`config.mk`:
```
export PLATFORM = sky130hd
export DESIGN_NAME = instr_fetch_unit
export DESIGN_NICKNAME = d
export VERILOG_FILES = /design/src/rtl/instr_fetch_unit.sv
export SDC_FILE = /design/constraint.sdc
export NUM_CORES = 1
export LEC_CHECK = 0
export ABC_AREA = 1
export BUFFER_PORTS_ARGS = -buffer_cell sky130_fd_sc_hd__buf_2
export CORE_UTILIZATION = 40
export CTS_CLUSTER_DIAMETER = 40
export DETAILED_ROUTE_END_ITERATION = 7
export SYNTH_ARGS = -nofsm -noshare
export SYNTH_HDL_FRONTEND = slang
export SYNTH_SLANG_ARGS = --single-unit
```
`constraint.sdc`:
```
create_clock -name clk -period 5.6 [get_ports clk]
set_input_delay 0.56 -clock clk [delete_from_list [all_inputs] [get_ports clk]]
set_output_delay 0.56 -clock clk [all_outputs]
set_load 0.02 [all_outputs]
```
`src/rtl/instr_fetch_unit.sv`:
```
// Sequential instruction fetch: issues word requests to imem, buffers in-order responses, presents {instruction, pc} to decode.
// Latency: request accepted in cycle N, response earliest N+1, instr_valid earliest N+2; sustains 1 instr/cycle.
// Backpressure: requests are credit-limited by outstanding count plus FIFO occupancy, so a stalled decode never overflows the buffer.

// Small generic synchronous FIFO with flush; head is read straight from registered storage.
module fetch_fifo #(
    parameter int unsigned W     = 64,
    parameter int unsigned DEPTH = 4
) (
    input  logic                         clk,
    input  logic                         rst,
    input  logic                         flush,
    input  logic                         push_vld,
    input  logic [W-1:0]                 push_dat,
    input  logic                         pop_rdy,
    output logic                         head_vld,
    output logic [W-1:0]                 head_dat,
    output logic [$clog2(DEPTH+1)-1:0]   count
);
    localparam int unsigned PW = $clog2(DEPTH);
    localparam int unsigned CW = $clog2(DEPTH + 1);

    logic [W-1:0]  mem [DEPTH];
    logic [PW-1:0] wr_ptr;
    logic [PW-1:0] rd_ptr;

    // Storage, pointers and occupancy; flush empties without touching storage.
    always_ff @(posedge clk) begin
        if (rst) begin
            for (int i = 0; i < int'(DEPTH); i++) begin
                mem[i] <= '0;
            end
            wr_ptr <= '0;
            rd_ptr <= '0;
            count  <= '0;
        end else if (flush) begin
            wr_ptr <= '0;
            rd_ptr <= '0;
            count  <= '0;
        end else begin
            if (push_vld) begin
                mem[wr_ptr] <= push_dat;
                wr_ptr      <= wr_ptr + PW'(1);
            end
            if (pop_rdy) begin
                rd_ptr <= rd_ptr + PW'(1);
            end
            count <= count + CW'(push_vld) - CW'(pop_rdy);
        end
    end

    assign head_vld = (count != '0);
    assign head_dat = mem[rd_ptr];
endmodule

module instr_fetch_unit #(
    parameter logic [31:0]  RESET_PC        = 32'h0000_0000,
    parameter int unsigned  FIFO_DEPTH      = 4,
    parameter int unsigned  MAX_OUTSTANDING = 2
) (
    input  logic        clk,
    input  logic        rst,
    output logic        imem_req_valid,
    input  logic        imem_req_ready,
    output logic [31:0] imem_addr,
    input  logic        imem_rsp_valid,
    input  logic [31:0] imem_rsp_data,
    output logic        instr_valid,
    input  logic        instr_ready,
    output logic [31:0] instruction,
    output logic [31:0] instr_pc,
    input  logic        redirect_valid,
    input  logic [31:0] redirect_pc
);
    localparam int unsigned CW = $clog2(FIFO_DEPTH + 1);
    localparam int unsigned OW = $clog2(MAX_OUTSTANDING + 1);

    typedef struct packed {
        logic [31:0] instr;
        logic [31:0] pc;
    } fetch_entry_t;

    logic [31:0]  fetch_pc;
    logic [31:0]  rsp_pc;
    logic [OW-1:0] outstanding;
    logic [OW-1:0] discard;
    logic [CW-1:0] fifo_count;
    logic         req_fire;
    logic         rsp_fire;
    logic         push;
    logic         pop;
    fetch_entry_t push_entry;
    fetch_entry_t head_entry;

    // Handshake decode; redirect suppresses request, push and pop in its cycle.
    always_comb begin
        imem_req_valid = 1'b0;
        if (!rst && !redirect_valid
            && (32'(outstanding) < MAX_OUTSTANDING)
            && ((32'(fifo_count) + 32'(outstanding)) < FIFO_DEPTH)) begin
            imem_req_valid = 1'b1;
        end
        req_fire         = imem_req_valid && imem_req_ready;
        // A response with nothing outstanding is a protocol error and is ignored.
        rsp_fire         = imem_rsp_valid && (outstanding != '0);
        push             = rsp_fire && (discard == '0) && !redirect_valid;
        pop              = instr_valid && instr_ready && !redirect_valid;
        push_entry.instr = imem_rsp_data;
        push_entry.pc    = rsp_pc;
    end

    assign imem_addr = fetch_pc;

    // Fetch/response PCs, in-flight accounting and redirect discard bookkeeping.
    always_ff @(posedge clk) begin
        if (rst) begin
            fetch_pc    <= RESET_PC;
            rsp_pc      <= RESET_PC;
            outstanding <= '0;
            discard     <= '0;
        end else begin
            outstanding <= outstanding - OW'(rsp_fire) + OW'(req_fire);
            if (redirect_valid) begin
                fetch_pc <= redirect_pc & ~32'h3;
                rsp_pc   <= redirect_pc & ~32'h3;
                // Everything still in flight after this cycle belongs to the old path.
                discard  <= outstanding - OW'(rsp_fire);
            end else begin
                if (req_fire) begin
                    fetch_pc <= fetch_pc + 32'd4;
                end
                if (rsp_fire) begin
                    if (discard != '0) begin
                        discard <= discard - OW'(1);
                    end else begin
                        rsp_pc <= rsp_pc + 32'd4;
                    end
                end
            end
        end
    end

    fetch_fifo #(
        .W     ($bits(fetch_entry_t)),
        .DEPTH (FIFO_DEPTH)
    ) u_fifo (
        .clk      (clk),
        .rst      (rst),
        .flush    (redirect_valid),
        .push_vld (push),
        .push_dat (push_entry),
        .pop_rdy  (pop),
        .head_vld (instr_valid),
        .head_dat (head_entry),
        .count    (fifo_count)
    );

    assign instruction = head_entry.instr;
    assign instr_pc    = head_entry.pc;
endmodule

```
==> metrics.txt <==
# TYPE chip_impl_metric gauge
chip_impl_metric{name="die-height",unit="um"} 198
chip_impl_metric{name="placedCellCount",unit=""} 2340
chip_impl_metric{name="hold_ws",unit="ps"} 291
chip_impl_metric{name="slew_viol_final",unit=""} 0
chip_impl_metric{name="drc_errors",unit=""} 0
chip_impl_metric{name="timing.critical_path.required",unit="ps"} 5040
chip_impl_metric{name="clock_sink_count",unit=""} 321
chip_impl_info{name="cts.root.buffer_cell",value="clkbuf_16"} 1
chip_impl_metric{name="report.power.total",unit="mW"} 6.09
chip_impl_metric{name="dr.first_iter.drc_count",unit=""} 786
chip_impl_metric{name="gp_congestion",unit=""} 0.890
chip_impl_metric{name="hpwl",unit="um"} 25000
chip_impl_metric{name="worst_slew_pin_slew",unit="ps"} 1010
chip_impl_metric{name="first_pass_iters",unit=""} 5
chip_impl_metric{name="instances_no_fill",unit=""} 2423
chip_impl_metric{name="die_x",unit="um"} 198
chip_impl_metric{name="yosysSeqAreaShare",unit="%"} 58.2
chip_impl_metric{name="finalInstanceArea",unit="um^2"} 18000
chip_impl_metric{name="dieArea",unit="um^2"} 39000
chip_impl_metric{name="timing.critical_path.arrival",unit="ps"} 3260
chip_impl_metric{name="antenna_cells_inserted",unit=""} 0
chip_impl_info{name="hold_path.class",value="in2reg"} 1
chip_impl_metric{name="postSynthRegisterBits",unit=""} 321
chip_impl_metric{name="async_reset_ff_share",unit="%"} 0
chip_impl_metric{name="leakagePower",unit="nW"} 7.30
chip_impl_info{name="worstSetupPathType",value="reg2out"} 1
chip_impl_info{name="layout_commonest_cell",value="nor2_1"} 1
chip_impl_metric{name="post_cts.repair.setup_buffers",unit=""} 0
chip_impl_metric{name="synth_enable_flop_cells",unit=""} 248
chip_impl_metric{name="vdd_drop_max",unit="mV"} 0.198
chip_impl_metric{name="rows",unit=""} 71
chip_impl_metric{name="cts.reportedPaths.clkPinSlew",unit="ps"} 50
chip_impl_metric{name="numCtsBuffers",unit=""} 45
chip_impl_metric{name="drtAntennaViolNets",unit=""} 0
chip_impl_metric{name="detailroute.via_count",unit=""} 12300
chip_impl_metric{name="cts.hold.buffers_added",unit=""} 0
chip_impl_metric{name="timing.final.crit_period",unit="ps"} 3820
chip_impl_metric{name="netlist_area",unit="um^2"} 15300
chip_impl_metric{name="vias_per_cell",unit=""} 5.06
chip_impl_info{name="grt_setup_unrepaired",value="false"} 1
chip_impl_metric{name="routed_wl",unit="um"} 40800
chip_impl_metric{name="clockBufferDepth",unit=""} 3
chip_impl_metric{name="setup_failing_eps_final",unit=""} 0
chip_impl_metric{name="clkLatencyLatePin",unit="ps"} 550
chip_impl_metric{name="grt_pass1_wl",unit="um"} 63300
chip_impl_info{name="critPathLaunchType",value="flip-flop"} 1
chip_impl_metric{name="core",unit="um^2"} 37700
chip_impl_metric{name="area_growth",unit="%"} 17.8
chip_impl_metric{name="netlist_instances",unit=""} 1741
chip_impl_metric{name="final_layout_size_suffix_gt1_share",unit="%"} 15.8
chip_impl_metric{name="timing.max_cap.violations",unit=""} 0
chip_impl_metric{name="cts_resized",unit=""} 0
chip_impl_metric{name="max_clock_freq",unit="MHz"} 262
chip_impl_metric{name="cts.htree.levels",unit=""} 2
chip_impl_metric{name="fin_crit_sh",unit="%"} 68.2
chip_impl_metric{name="slew-limit-headroom",unit="%"} 32.3
chip_impl_info{name="setup.worst_path.end_class",value="primary output"} 1
chip_impl_info{name="synthFlopType",value="edfxtp_1"} 1
chip_impl_metric{name="final.setup_skew",unit="ps"} 17.5
chip_impl_metric{name="finalNetCount",unit=""} 1955
chip_impl_metric{name="pwr_density_cell",unit="nW/um^2"} 338
chip_impl_metric{name="vias_in_the_first_global_route",unit=""} 11700
chip_impl_metric{name="routed_wire_length_per_instance",unit="um"} 16.9
chip_impl_metric{name="yosys_warnings",unit=""} 0
chip_impl_metric{name="hold_violations",unit=""} 0
chip_impl_info{name="layout_common_cells",value="420 x nor2_1, 281 x nand2_1, 248 x edfxtp_1"} 1
chip_impl_metric{name="synth.avg_cell_area",unit="um^2"} 8.78
chip_impl_metric{name="port_buffers",unit=""} 161
chip_impl_metric{name="placed_area",unit="um^2"} 16500
chip_impl_metric{name="grt_antenna_before_repair",unit=""} 0
chip_impl_info{name="tritoncts",value="yes"} 1
chip_impl_metric{name="global_route.usage.total",unit="%"} 21.0
chip_impl_metric{name="yosysUniqueCellTypes",unit=""} 37
chip_impl_metric{name="global_route.overflow_total",unit=""} 0
chip_impl_metric{name="num_io_pins",unit=""} 168
chip_impl_info{name="run_status",value="finished, final reports clean"} 1
chip_impl_metric{name="initial_core_utilization",unit="%"} 40.6
chip_impl_metric{name="final_tns_setup",unit="ps"} 0
chip_impl_metric{name="critical_path_peak_fanout",unit=""} 67
chip_impl_metric{name="grt_start_max_net_pins",unit=""} 79
-- report_power, final --
group,internal (mW),switching [mW],total [mW]
Sequential,2.69,0.0660,2.76
Clock,1.77,1.05,2.82
Combinational,0.142,0.370,0.512
-- Yosys cell counts (all sizes together) (9+ instances only) --
library cell	instances	area share (%)
nor2	445	12
xor2	10	0.57
clkbuf	69	1.7
o22ai	62	2.5
edfxtp	248	49
o21ai	176	5.8
a31oi	9	0.37
buf	22	0.88
a21oi	47	1.5
nor3	13	0.43
nand3	74	2.4
inv	170	4.2
dfxtp	73	9.6
nand2	284	7.0
-- per-stage QoR --
stage / util, % / worst slack, ps
final: 47.9 / 1780
after global routing: 47.9 / 1480
after CTS: 47.9 / 1690
after detailed placement: 43.9 / 1650
after global placement: 43.9 / 1720
after floorplan: - / -350
-- cell families after synthesis --
family          synth area share, %
buf+inv                        6.82
simple gates                   22.8
compound gates                 10.5
xor+xnor                      0.802
flops                          58.2
other cells                  0.0245
fa+ha+maj                     0.785
-- final timing paths --
check | start | end | slack, ps | cells past startpoint
worst max-delay path | flip-flop | instruction[13] | 1780 | 5
worst min register to register | u_fifo.rd_ptr[1] | flip-flop | 450 | 2
worst max register to register | discard[0] | u_fifo.mem[2][30] | 1850 | 11
worst min-delay path | redirect_pc[30] | imem_addr[30] | 290 | 3
-- state kept, by name, indices dropped and copies added, names as in the netlist, named ones only --
| signal | cells |
|---|---|
| u_fifo.mem | 248 |
| imem_addr | 30 |
| rsp_pc | 30 |
| u_fifo.count | 3 |
| discard | 2 |
| outstanding | 2 |
| u_fifo.rd_ptr | 2 |
| u_fifo.wr_ptr | 2 |
-- metal layers --
metal	vias up	GRT usage, %	part of all wire, %
met1	5772	28.1	45
met3	62	2.94	6.3
li1	6044	-	-
met5	-	0	0
met4	0	6.23	2.2
met2	376	35.3	47
-- worst max-delay path: stages (launching register included) --
cell	delay, ps
dfxtp_4	670
clkinv_2	830
buf_4	620
o21ai_0	240
o22ai_1	120
buf_2	170
-- cell type report --
| class | count | area, um^2 |
|---|---|---|
| clock buffer | 56 | 1210 |
| tap | 511 | 639 |
| clock inverter | 27 | 280 |
| sequential | 321 | 8910 |
| multi-input combinational | 1160 | 5400 |
| timing repair buffer | 176 | 931 |
| inverter | 172 | 649 |
| fill | 3672 | 19600 |
Note: power is estimated with default switching activity, not from simulation.
